$ cat src/rtl/lfsr_pkg.sv
// Shared types and constants for the LFSR run controller.
package lfsr_pkg;

  localparam int unsigned LFSR_W  = 4;
  localparam int unsigned COUNT_W = 5;

  // Feedback taps for x^4 + x^3 + 1: bits 3 and 2.
  localparam logic [LFSR_W-1:0] TAP = 4'b1100;

  typedef enum logic [1:0] {
    StIdle,
    StLoad,
    StRun,
    StDone
  } state_e;

  // One Fibonacci step: shift left, feed back the XOR of the tapped bits.
  function automatic logic [LFSR_W-1:0] lfsr_next(input logic [LFSR_W-1:0] q);
    return {q[LFSR_W-2:0], ^(q & TAP)};
  endfunction

endpackage

$ cat src/rtl/lfsr_core.sv
// 4-bit Fibonacci LFSR register with parallel load and step enable.
module lfsr_core
  import lfsr_pkg::*;
(
  input  logic              clk,
  input  logic              rst,
  input  logic              load,
  input  logic [LFSR_W-1:0] load_val,
  input  logic              en,
  output logic [LFSR_W-1:0] q
);

  // Load wins over step; reset wins over both.
  always_ff @(posedge clk) begin
    if (rst) begin
      q <= '0;
    end else if (load) begin
      q <= load_val;
    end else if (en) begin
      q <= lfsr_next(q);
    end
  end

endmodule

$ cat src/rtl/lfsr_ctrl.sv
// Run controller: accepts a seed/length request, emits that many LFSR words.
module lfsr_ctrl
  import lfsr_pkg::*;
(
  input  logic              clk,
  input  logic              rst,
  input  logic              start,
  input  logic [LFSR_W-1:0] seed,
  input  logic [3:0]        len,
  input  logic              pause,
  output logic              busy,
  output logic [LFSR_W-1:0] out,
  output logic              out_valid,
  output logic              done,
  output logic              err
);

  state_e             state;
  logic [LFSR_W-1:0]  seed_q;
  logic [COUNT_W-1:0] count;
  // LOAD spans two cycles: the LFSR is written on the first, RUN follows the second.
  logic               load_wait;
  logic               lfsr_load;
  logic [LFSR_W-1:0]  lfsr_q;

  assign out_valid = (state == StRun) && !pause;
  assign lfsr_load = (state == StLoad) && !load_wait;
  assign out       = lfsr_q;

  lfsr_core u_core (
    .clk      (clk),
    .rst      (rst),
    .load     (lfsr_load),
    .load_val (seed_q),
    .en       (out_valid),
    .q        (lfsr_q)
  );

  // Control FSM with registered busy/done/err.
  always_ff @(posedge clk) begin
    if (rst) begin
      state     <= StIdle;
      seed_q    <= '0;
      count     <= '0;
      load_wait <= 1'b0;
      busy      <= 1'b0;
      done      <= 1'b0;
      err       <= 1'b0;
    end else begin
      done <= 1'b0;
      unique case (state)
        StIdle: begin
          if (start) begin
            if (seed != '0) begin
              state     <= StLoad;
              seed_q    <= seed;
              count     <= (len == 4'd0) ? COUNT_W'(16) : COUNT_W'(len);
              load_wait <= 1'b0;
              busy      <= 1'b1;
              err       <= 1'b0;
            end else begin
              // Zero seed would lock the LFSR at 0; refuse it.
              err <= 1'b1;
            end
          end
        end
        StLoad: begin
          if (!load_wait) begin
            load_wait <= 1'b1;
          end else begin
            load_wait <= 1'b0;
            state     <= StRun;
          end
        end
        StRun: begin
          if (!pause) begin
            count <= count - COUNT_W'(1);
            if (count == COUNT_W'(1)) begin
              state <= StDone;
              done  <= 1'b1;
            end
          end
        end
        StDone: begin
          state <= StIdle;
          busy  <= 1'b0;
        end
        default: state <= StIdle;
      endcase
    end
  end

endmodule

$ cat config.mk
export PLATFORM = sky130hd
export DESIGN_NAME = lfsr_ctrl
export DESIGN_NICKNAME = d
export VERILOG_FILES = /design/src/rtl/lfsr_pkg.sv /design/src/rtl/lfsr_core.sv /design/src/rtl/lfsr_ctrl.sv
export SDC_FILE = /design/constraint.sdc
export NUM_CORES = 1
export LEC_CHECK = 0
export ABC_AREA = 1
export CORE_ASPECT_RATIO = 1.25
export CORE_MARGIN = 2
export CORE_UTILIZATION = 51
export DETAILED_ROUTE_END_ITERATION = 8
export PLACE_DENSITY = 0.79
export SKIP_CTS_REPAIR_TIMING = 1
export SYNTH_ARGS = -nofsm -noshare
export SYNTH_HDL_FRONTEND = slang
export SYNTH_HIERARCHICAL = 1
export SYNTH_SLANG_ARGS = --single-unit
$ cat constraint.sdc
create_clock -name clk -period 1.9 [get_ports clk]
set_input_delay 0.19 -clock clk [delete_from_list [all_inputs] [get_ports clk]]
set_output_delay 0.19 -clock clk [all_outputs]
set_load 0.01 [all_outputs]
==> results.toml <==
[outcome]
status = "finished, final reports clean"

[drt]
finalWirelength_mm = 2.28
via_count = 1075
wl_per_cell_um = 10.7
viasPerCell = 5.07
ant_nets = 0
drc = 0
dr.pass1.iters = 4
drt_iter0_drc = 24

[cells_and_area]
drive_gt1_share_pct = 11.0
area_delta_synth_final_pct = 21.9
mostFrequentLayoutCells = "41 x nand2_1, 29 x inv_1, 19 x dfxtp_1"
mostFrequentLayoutCell = "nand2_1"
finalNetCount = 211
diodes = 0
fin_util_pct = 64.2

[sta]
fmax_ghz = 0.612
whs_ps = 451
worstMarginPinSlew_ps = 483
fin_crit_ps = 1630
setup_ws_ps = 266
post-route-period-util_pct = 86.0
setup_violations = 0
finalHoldViolCount = 0
grt_setup_unrepaired = "false"
slew_headroom_pct = 67.7
skew_ps = 1.00
maxSlewViolCount = 0

[synth]
syn_nets = 186
ys_seq_area_share_pct = 33.8
ys_seq_elements = 19
yosysTopAreaCell = "dfxtp_1"
synth_area_leaders = "dfxtp_1 34%, nand2_1 14%, inv_1 9.7%"
yosysWarnings = 6
yosysTopAreaCellShare_pct = 33.8
synthDistinctLibCells = 19
syn_area_um2 = 1130
syn_avg_cell_area_um2 = 6.74
synth_cells = 167

[global_route]
grt_use_total_pct = 20.8
grt_pass1_wl_mm = 4.05
use_met1_pct = 23.0
grt_max_degree = 12
overflow = 0
top_usage_layer = "met2"
first_global_vias = 1008
antenna_found_initial = 0
met2_usage_pct = 36.1
grt_use_met3_pct = 2.89

[clock_network]
tritoncts = "yes"
clkTransAtPathRegs_ps = 110
clockBufferDepth = 2
h-tree-depth = 1
root_buffer = "clkbuf_4"
insertion_delay_ps = 310
cts_sinks = 19
cts_buffers = 3

[floorplanning]
core_area_um2 = 2140
initial_utilization_pct = 52.6
fp.dieArea_um2 = 2600
die_h_um = 56.5
die_x_um = 46.0
fp-row-count = 19
ioPinCount = 20

[critical_path]
rrSetupSlack_ps = 280
worstSetupPathType = "reg2out"
end_kind = "output pin"
startpoint_type = "register"
required_ps = 1710
cp.arrival_ps = 1440
r2r_cells = 9
timing.rr.start = "state[1]"
reg2reg_to = "u_core/q[3]"
path_max_fanout = 7

[placed_design]
gp_congestion = 0.854
io_buffers = 19
hpwl_mm = 1.85
pre_cts_ws_ps = 268

[power]
p_leak_nw = 0.659
ir_drop_mv = 0.751
power_density_nw_per_um2 = 1270

[min_path]
hold_class = "reg2reg"
hold_start = "seed_q[1]"
holdPathEnd = "seed_q[1]"
worstHoldPathCells = 2

[flow_run]
cap_violations = 0
## kinds of logic (layout without fill, tap and decap cells)
family / Yosys count / after routing / share of synthesized area (%)
buffers and inverters: 31 / 55 / 11.7
adders and majority gates: 7 / 7 / 7.78
AOI/OAI and AO/OA: 26 / 26 / 12.3
DFF: 19 / 19 / 33.8
and+or+nand+nor: 84 / 84 / 34.4
## synthesized netlist by cell type
master     n
nand2_2    5
nand3_1   14
nor3_1     1
dfxtp_1   19
nor2_2     4
a31oi_1    1
o21ai_0    5
nand3_2    2
a21oi_2    1
nor4_1     1
a21oi_1   14
nand2_1   41
nor2_1    15
ha_1       7
o21ai_1    4
buf_6      2
o21ai_2    1
nand3b_4   1
inv_1     29
## area by class of cell
type,instances,area [µm²]
Tap cell,21,26.3
Sequential cell,19,380
Timing Repair Buffer,22,215
Clock buffer,3,22.5
Inverter,29,109
Fill cell,199,767
Multi-Input combinational cell,117,614
Clock inverter,1,5.00
## stage by stage
| step | total power [mW] | std cells | cell area (µm²) | setup TNS [ps] |
|---|---|---|---|---|
| global route | 1.93 | 212 | 1370 | 0 |
| detailed placement | 1.55 | 208 | 1340 | 0 |
| floorplan | 1.31 | 167 | 1130 | 0 |
| global placement | 1.50 | 208 | 1340 | 0 |
| CTS | 1.76 | 212 | 1370 | -85.7 |
| finish | 1.74 | 212 | 1370 | 0 |
## critical path: stages, from the launching register on
cell,delay [ps]
dfxtp_1,400
inv_1,100
ha_1,220
inv_1,160
nor2_1,80
dlymetal6s2s_1,170
## report_power, final
group / switching (mW) / total (mW) / internal [mW]
combinational: 0.534 / 0.910 / 0.375
sequential: 0.105 / 0.622 / 0.517
clock: 0.134 / 0.213 / 0.0787
## how the worst max path moves through the flow
stage,from,endpoint,depth (start not counted),slack (ps)
2_1_floorplan,state[0],u_core/q[0],9,360
3_3_place_gp,state[0],out_valid,5,350
3_5_place_dp,state[0],out_valid,5,270
4_1_cts,state[0],out_valid,5,-90
5_1_grt,state[1],u_core/q[2],9,120
6_report,state[0],out_valid,5,270
## layer usage
metal  share of wire [%]  vias to the layer above
met2                  51                       21
met3                 2.8                        6
met5                   0                        -
met4                 2.6                        0
met1                  44                      474
li1                    -                      574
## sequential cells by signal (all words and copies together), names as in the netlist
register,cells
state,2
load_wait,1
done,1
seed_q,4
count,5
err,1
busy,1
u_core/q,4
(Power assumes the default switching activity.)
